[src/rtl/msrv32_imm_encoder.sv]
// ---------------------------------------------------------------------------
// msrv32_imm_encoder
//   Packs a 32-bit immediate into the immediate fields of a RISC-V base
//   instruction. This is the inverse of the decode-side immediate generator.
//   Type 111 can instead expand a "load immediate" into ADDI, or into LUI
//   followed by ADDI. The block feeds self-test ROM builders and trace replay.
//
// Parameters
//   LI_EN  1: type 111 is LI expansion; 0: type 111 is encoded as I-type
//
// Ports
//   ms_riscv32_mp_clk_in  in   clock, all state on the rising edge
//   ms_riscv32_mp_rst_in  in   synchronous active-high reset
//   req_valid_in          in   request valid
//   req_ready_out         out  request accepted when valid & ready
//   imm_in[31:0]          in   immediate value (byte offset for B/J)
//   imm_type_in[2:0]      in   000/001 I, 010 S, 011 B, 100 U, 101 J,
//                              110 CSR uimm, 111 LI
//   base_instr_in[31:0]   in   instruction template; non-immediate bits pass
//   instr_valid_out       out  output instruction valid
//   instr_ready_in        in   consumer accepts when valid & ready
//   instr_out[31:0]       out  encoded instruction
//   instr_last_out        out  last instruction of this request
//   range_err_out         out  immediate not representable for the type
// ---------------------------------------------------------------------------
module msrv32_imm_encoder #(
    parameter bit LI_EN = 1'b1
) (
    input  logic        ms_riscv32_mp_clk_in,
    input  logic        ms_riscv32_mp_rst_in,
    input  logic        req_valid_in,
    output logic        req_ready_out,
    input  logic [31:0] imm_in,
    input  logic [2:0]  imm_type_in,
    input  logic [31:0] base_instr_in,
    output logic        instr_valid_out,
    input  logic        instr_ready_in,
    output logic [31:0] instr_out,
    output logic        instr_last_out,
    output logic        range_err_out
);

    typedef enum logic [1:0] {
        IDLE     = 2'd0,
        OUT_LUI  = 2'd1,
        OUT_LAST = 2'd2
    } state_t;

    localparam logic [6:0] OPC_OP_IMM = 7'b0010011;
    localparam logic [6:0] OPC_LUI    = 7'b0110111;

    // True when v[31:lsb] are all zeros or all ones (sign-extendable field).
    function automatic logic upper_uniform(input logic [31:0] v, input int unsigned lsb);
        logic [31:0] s;
        s = 32'($signed(v) >>> lsb);
        return (s == 32'h0000_0000) || (s == 32'hFFFF_FFFF);
    endfunction

    state_t      state_r, state_s;
    logic        valid_r, valid_s;
    logic [31:0] instr_r, instr_s;
    logic        last_r, last_s;
    logic        err_r, err_s;
    logic [31:0] pend_r, pend_s;

    logic [31:0] enc_first_s;
    logic        enc_err_s;
    logic        enc_two_s;
    logic [31:0] enc_second_s;
    logic [31:0] li_sum_s;
    logic [4:0]  li_rd_s;
    logic        accept_s;

    assign li_sum_s = imm_in + 32'h0000_0800;
    assign li_rd_s  = base_instr_in[11:7];

    // Request side is free when idle, or when the final beat drains this cycle.
    assign req_ready_out = (state_r == IDLE) ||
                           ((state_r == OUT_LAST) && instr_ready_in);
    assign accept_s      = req_valid_in && req_ready_out;

    // Immediate field packing and LI expansion for the incoming request.
    always_comb begin
        enc_first_s  = base_instr_in;
        enc_err_s    = 1'b0;
        enc_two_s    = 1'b0;
        enc_second_s = 32'h0000_0000;
        case (imm_type_in)
            3'b010: begin
                enc_first_s = {imm_in[11:5], base_instr_in[24:12], imm_in[4:0], base_instr_in[6:0]};
                enc_err_s   = !upper_uniform(imm_in, 32'd11);
            end
            3'b011: begin
                enc_first_s = {imm_in[12], imm_in[10:5], base_instr_in[24:12],
                               imm_in[4:1], imm_in[11], base_instr_in[6:0]};
                enc_err_s   = !upper_uniform(imm_in, 32'd12) || imm_in[0];
            end
            3'b100: begin
                enc_first_s = {imm_in[31:12], base_instr_in[11:0]};
                enc_err_s   = (imm_in[11:0] != 12'h000);
            end
            3'b101: begin
                enc_first_s = {imm_in[20], imm_in[10:1], imm_in[11], imm_in[19:12],
                               base_instr_in[11:0]};
                enc_err_s   = !upper_uniform(imm_in, 32'd20) || imm_in[0];
            end
            3'b110: begin
                enc_first_s = {base_instr_in[31:20], imm_in[4:0], base_instr_in[14:0]};
                enc_err_s   = (imm_in[31:5] != 27'd0);
            end
            3'b111: begin
                if (LI_EN) begin
                    if (upper_uniform(imm_in, 32'd11)) begin
                        enc_first_s = {imm_in[11:0], 5'd0, 3'b000, li_rd_s, OPC_OP_IMM};
                    end else begin
                        // hi is rounded so that the sign-extended lo lands back on imm.
                        enc_first_s  = {li_sum_s[31:12], li_rd_s, OPC_LUI};
                        enc_second_s = {imm_in[11:0], li_rd_s, 3'b000, li_rd_s, OPC_OP_IMM};
                        enc_two_s    = (imm_in[11:0] != 12'h000);
                    end
                end else begin
                    enc_first_s = {imm_in[11:0], base_instr_in[19:0]};
                    enc_err_s   = !upper_uniform(imm_in, 32'd11);
                end
            end
            default: begin
                enc_first_s = {imm_in[11:0], base_instr_in[19:0]};
                enc_err_s   = !upper_uniform(imm_in, 32'd11);
            end
        endcase
    end

    // Next-state and next-output logic for the beat sequencer.
    always_comb begin
        state_s = state_r;
        valid_s = valid_r;
        instr_s = instr_r;
        last_s  = last_r;
        err_s   = err_r;
        pend_s  = pend_r;
        case (state_r)
            IDLE: begin
                if (accept_s) begin
                    valid_s = 1'b1;
                    instr_s = enc_first_s;
                    err_s   = enc_err_s;
                    pend_s  = enc_second_s;
                    last_s  = !enc_two_s;
                    state_s = enc_two_s ? OUT_LUI : OUT_LAST;
                end else begin
                    valid_s = 1'b0;
                end
            end
            OUT_LUI: begin
                if (instr_ready_in) begin
                    instr_s = pend_r;
                    last_s  = 1'b1;
                    err_s   = 1'b0;
                    state_s = OUT_LAST;
                end else begin
                    state_s = OUT_LUI;
                end
            end
            OUT_LAST: begin
                if (accept_s) begin
                    valid_s = 1'b1;
                    instr_s = enc_first_s;
                    err_s   = enc_err_s;
                    pend_s  = enc_second_s;
                    last_s  = !enc_two_s;
                    state_s = enc_two_s ? OUT_LUI : OUT_LAST;
                end else if (instr_ready_in) begin
                    valid_s = 1'b0;
                    state_s = IDLE;
                end else begin
                    state_s = OUT_LAST;
                end
            end
            default: begin
                valid_s = 1'b0;
                state_s = IDLE;
            end
        endcase
    end

    // State and output registers with synchronous reset.
    always_ff @(posedge ms_riscv32_mp_clk_in) begin
        if (ms_riscv32_mp_rst_in) begin
            state_r <= IDLE;
            valid_r <= 1'b0;
            instr_r <= 32'h0000_0000;
            last_r  <= 1'b0;
            err_r   <= 1'b0;
            pend_r  <= 32'h0000_0000;
        end else begin
            state_r <= state_s;
            valid_r <= valid_s;
            instr_r <= instr_s;
            last_r  <= last_s;
            err_r   <= err_s;
            pend_r  <= pend_s;
        end
    end

    assign instr_valid_out = valid_r;
    assign instr_out       = instr_r;
    assign instr_last_out  = last_r;
    assign range_err_out   = err_r;

endmodule
[config.mk]
export PLATFORM = sky130hd
export DESIGN_NAME = msrv32_imm_encoder
export DESIGN_NICKNAME = d
export VERILOG_FILES = /design/src/rtl/msrv32_imm_encoder.sv
export SDC_FILE = /design/constraint.sdc
export NUM_CORES = 1
export LEC_CHECK = 0
export ABC_AREA = 1
export ABC_CLOCK_PERIOD_IN_PS = 1900
export BUFFER_PORTS_ARGS = -buffer_cell sky130_fd_sc_hd__buf_4
export CORE_MARGIN = 2
export CORE_UTILIZATION = 50
export CTS_CLUSTER_SIZE = 30
export DETAILED_ROUTE_END_ITERATION = 12
export GPL_ROUTABILITY_DRIVEN = 0
export HOLD_SLACK_MARGIN = 0.1
export PLACE_DENSITY = 0.76
export SYNTH_ARGS = -nofsm -noshare
export SYNTH_HDL_FRONTEND = slang
export SYNTH_SLANG_ARGS = --single-unit
[constraint.sdc]
create_clock -name ms_riscv32_mp_clk_in -period 1.9 [get_ports ms_riscv32_mp_clk_in]
set_clock_uncertainty 0.05 [all_clocks]
set_input_delay 0.095 -clock ms_riscv32_mp_clk_in [delete_from_list [all_inputs] [get_ports ms_riscv32_mp_clk_in]]
set_output_delay 0.095 -clock ms_riscv32_mp_clk_in [all_outputs]
set_load 0.01 [all_outputs]
# After elaboration in Yosys (flattened, before gate mapping)
# Index checks and enable logic that the tools add are counted.
# word_totals
register_bits	69
latch_bits	0
ram_bits	0
romBits	0
input_bits	71
out_inout_bits	36
mem_count	0
# op_classes
n_addsub	1
multipliers	0
n_div	0
n_lt_le_gt_ge	0
eq_ne	15
n_shift	0
n_mux	25
n_bitwise	1
reduce_logical	23
# op_table
operator	count
$pmux W32 S6	1
$mux W32	5
$eq A32 B32 Y1 const B	3
$logic_not A32 Y1	3
$pmux W32 S2	1
$add A32 B12 Y32 const B	1
$reduce_bool A27 Y1	1
$eq A3 B3 Y1 const B	4
$reduce_bool A12 Y1	1
$mux W2	5
$mux W1	8
$eq A3 B2 Y1 const B	2
$logic_or A1 B1 Y1	6
$pmux W2 S3	1
$pmux W1 S5	1
$logic_not A1 Y1	4
$ne A2 B2 Y1 const B	2
$pmux W1 S2	2
$reduce_and A2 Y1	2
$ne A3 B3 Y1 const B	1
$pmux W1 S3	1
$reduce_and A3 Y1	1
$eq A2 B1 Y1 const B	1
$eq A2 B2 Y1 const B	1
other kinds (6)	7

# Logic depth before layout (Yosys ltp)
# logic_depth
word_depth	7
depth_mapped	13

# Worst setup path after synthesis
# OpenSTA, ideal clock, no wires.
# synth_timing
path_type	reg-to-reg
startpoint	register state_r[1]
endpoint	register instr_r[20] (netlist: instr_out[20])
setup_time_ns	0.128
t_arrival_ns	1.334
path_slack_ns	0.389
stages_incl_launch_ff	10
n_path_buf	1
synth_period_minus_slack_ns	1.511
path_cell_list	dfxtp_1 > a21oi_2 > nand2_2 > nand2_1 > inv_2 > buf_2 > nand2_1 > nand2_1 > a21oi_1 > nor2_1
# synth_between
elab_chain_cells	6
elab_cells_between_ends	12
# synth_rtl
element	line_no	source
from (decl)	59	state_t state_r, state_s;
from (signal assigned)	196	state_r <= state_s;
$eq A2 B2 Y1	79	((state_r == OUT_LAST) && instr_ready_in);
$logic_and A1 B1 Y1	79	
$logic_or A1 B1 Y1 (*)	78	assign req_ready_out = (state_r == IDLE) ||
named net req_ready_out	32	output logic req_ready_out,
$logic_and A1 B1 Y1 (*)	80	assign accept_s = req_valid_in && req_ready_out;
$ne A2 B1 Y1 (no source line) (*)	--	
$reduce_and A3 Y1 (no source line) (*)	--	
to (signal assigned)	198	instr_r <= instr_s;
to (decl)	61	logic [31:0] instr_r, instr_s;
# Mark *: on every way through the listed nets, which the timed path passes. The rest lies on a longest branch.
# A chain may end at the register's enable or synchronous reset.

# Final worst setup path
# layout_timing
startpoint	register state_r[1]
endpoint	register instr_r[1] (netlist: instr_out[1])
# layout_between
elab_chain_cells	6
elab_cells_between_ends	12
# layout_rtl
element	line_no
$eq A2 B2 Y1	79, 141
$logic_and A1 B1 Y1	79
$logic_or A1 B1 Y1	78
$logic_and A1 B1 Y1	80
$ne A2 B1 Y1 (no source line)	--
$reduce_and A3 Y1 (no source line)	--
# Several ways; a longest one is shown, not always the timed one.

==> flow_metrics.env <==
export IMPL_final_min_clock_period_ps=1760
export IMPL_utilization=0.687
export IMPL_grt_pass1_wl_mm=22.0
export IMPL_finalSetupViolCount=0
export IMPL_n_antenna_cell=0
export IMPL_max_slew_worst_pin_slew_ps=536
export IMPL_synth_cell_type_count=43
export IMPL_cap_viol_max_count=0
export IMPL_grt_ovfl_total=0
export IMPL_cp_max_fo=22
export IMPL_postSynth_asyncResetShare=0
export IMPL_hold_viol=0
export IMPL_die_w_um=93.8
export IMPL_cts_htree_levels=2
export IMPL_max_stage_delay_ps=380
export IMPL_multi_input_area_um2=2570
export IMPL_dieArea_um2=8790
export IMPL_antenna_left=0
export IMPL_fin_nets=846
export IMPL_cts_root_buf="clkbuf_8"
export IMPL_io_buffer_count=106
export IMPL_power_density_nw_per_um2=553
export IMPL_grt_use_met2=0.515
export IMPL_path_cells="a21oi_2 -> nand2_2 -> nand2_1 -> inv_2 -> a21oi_1 -> a21oi_1"
export IMPL_firstDrtPassIters=7
export IMPL_finalWorstSetupSlack_ps=139
export IMPL_syn_area_per_cell_um2=6.29
export IMPL_grt_start_max_net_pins=46
export IMPL_hold_class="input port to flip-flop"
export IMPL_drtIter0Drc=468
export IMPL_routed_via_density=5.67
export IMPL_fillers=697
export IMPL_p_leak_nw=2.39
export IMPL_ys_ff_latch=55
export IMPL_start_util=0.519
export IMPL_synth_ff_type="dfxtp_1"
export IMPL_cts_buffer_depth=2
export IMPL_yosysSeqAreaShare=0.273
export IMPL_syn2layout_area_growth_pct=32.4
export IMPL_grt_use_met1=0.423
export IMPL_rsz0062_at_grt="false"
export IMPL_wirelength_mm=13.9
export IMPL_drive_gt1_frac=0.251
export IMPL_cts_setup_buffers=0
export IMPL_coreArea_um2=7770
export IMPL_syn_inst=641
export IMPL_grt_util_met3=0.0522
export IMPL_worst_setup_path_type="flip-flop to flip-flop"
export IMPL_regArea_um2=1100
export IMPL_hold_ws_ps=121
export IMPL_globalRouteTotalUtil=0.316
export IMPL_cpMostUsedCell="a21oi_1"
export IMPL_synth_edf_count=0
export IMPL_arrival_ps=1900
export IMPL_syn_nets=714
export IMPL_outcome="finished, final reports clean"
export IMPL_cts_tree="yes"
export IMPL_fin_crit_sh=0.927
export IMPL_ir_worst_vdd_uv=425
export IMPL_total_power_mw=2.95
export IMPL_crit_slowest_cell="dfxtp_1"
export IMPL_grt_antenna_before_repair=0
export IMPL_cts_buffers=5
export IMPL_netlist_area_um2=4030
export IMPL_pre_cts_ws_ps=166
export IMPL_worstPathRequired_ps=2040
export IMPL_relSlewSlack=0.642
export IMPL_drc_errors=0
export IMPL_dp_hpwl_mm=10.3
export IMPL_clkSinkCount=55
export IMPL_yosys_warnings=0
export IMPL_die_h_um=93.8
export IMPL_grt_pass1_vias=4551
export IMPL_routed_via_count=4969
export IMPL_rows=32
export IMPL_grt_busiest_layer="met2"
export IMPL_slew_violations=0
export IMPL_clock_fmax_mhz=568
export IMPL_clk_pin_slew_ps=100
export IMPL_wl_per_cell_um=15.9
export IMPL_start_kind="flip-flop"
export IMPL_worstSetupEndpointType="flip-flop"
export IMPL_worstSkewPairLatency_ps=310
export IMPL_fin_tns_setup_ps=0
export IMPL_ios=107
## metrics by stage
stage / cell area (um^2) / std cells
global placement: 4950 / 841
global route: 5340 / 876
detailed placement: 4950 / 841
CTS: 5340 / 876
floorplan: 4030 / 641
finish: 5340 / 876
## critical path: cells and delay by family (launching register included)
family                 cells  cell delay, ps
AOI/OAI and AO/OA          3             630
and+or+nand+nor            2             390
DFF                        1             380
buffers and inverters      1             180
## layout by cell type (no fill, tap or decap), types with 3 or more instances in the layout
cell type / instances
clkbuf_8: 5
xor2_1: 11
nor2_2: 4
o21ai_0: 24
nand2_1: 201
o2111ai_1: 5
inv_1: 42
nor3_1: 4
buf_4: 125
o22ai_1: 4
a21oi_2: 11
nor2_1: 62
dfxtp_1: 55
a21oi_1: 49
inv_2: 8
nand3_1: 52
dlygate4sd3_1: 27
nor2_4: 4
a31oi_1: 12
nand4_1: 11
o211ai_1: 5
nand2_2: 16
o221ai_1: 3
a221oi_1: 4
nand2_4: 3
or2_2: 6
## sequential cells by signal (all words and copies together) (netlist names)
| signal | cells |
|---|---|
| instr_out | 32 |
| state_r | 2 |
| pend_r | 18 |
| instr_valid_out | 1 |
| instr_last_out | 1 |
| range_err_out | 1 |
## final cells by class
| cell class | instances | share of cell area |
|---|---|---|
| Clock inverter | 2 | 0.00727 |
| Timing Repair Buffer | 153 | 0.230 |
| Inverter | 52 | 0.0371 |
| Multi-Input combinational cell | 506 | 0.481 |
| Tap cell | 102 | 0.0239 |
| Sequential cell | 55 | 0.206 |
| Clock buffer | 6 | 0.0136 |
## logic make-up after synthesis
group | count (synthesis) | synth area share
DFF | 55 | 0.273
and+or+nand+nor | 372 | 0.425
buffers and inverters | 80 | 0.0891
xor gates and xnor gates | 12 | 0.0261
AOI/OAI and AO/OA | 120 | 0.180
adders and majority gates | 2 | 0.00621
## metal layers
| metal | up-vias | share of wire |
|---|---|---|
| li1 | 2381 | - |
| met1 | 2278 | 0.42 |
| met2 | 273 | 0.46 |
| met3 | 37 | 0.094 |
| met4 | 0 | 0.021 |
| met5 | - | 0 |
## repair_timing
action,CTS,global route
hold buffers,27,0
endpoints found under the hold margin,32,0
resized for setup,0,0
## Yosys cell counts, types with 2 or more instances
master       n  area (um^2)
a21oi_1     49          245
a21oi_2     11         96.3
a221oi_1     4         35.0
a31oi_1     12         75.1
buf_2        7         35.0
buf_4        5         37.5
clkbuf_1    12         45.0
dfxtp_1     55         1100
ha_1         2         25.0
inv_1       42          158
inv_2        8         30.0
nand2_1    201          754
nand2_2     16          100
nand2_4      3         33.8
nand3_1     52          260
nand3_4      2         35.0
nand4_1     11         68.8
nor2_1      62          233
nor2_2       4         25.0
nor2_4       4         45.0
nor2_8       2         40.0
nor3_1       4         20.0
nor3_4       2         32.5
o2111ai_1    5         43.8
o211ai_1     5         37.5
o21ai_0     24          120
o221ai_1     3         26.3
o22ai_1      4         25.0
or2_2        6         37.5
xor2_1      11         96.3
## final timing paths
path | to | start | slack, ps | cells past startpoint
hold / removal | instr_out[24] | base_instr_in[24] | 120 | 5
setup reg to reg | instr_out[1] | state_r[1] | 140 | 6
setup / recovery | instr_out[1] | state_r[1] | 140 | 6
hold reg to reg | instr_out[6] | instr_out[6] | 420 | 2
## report_power, final
part,leakage [nW],internal (mW),switching (mW)
sequential,0.451,1.22,0.0448
combinational,1.88,0.389,0.502
clock,0.0558,0.399,0.392
No activity file was read; power rests on OpenSTA's default activity.
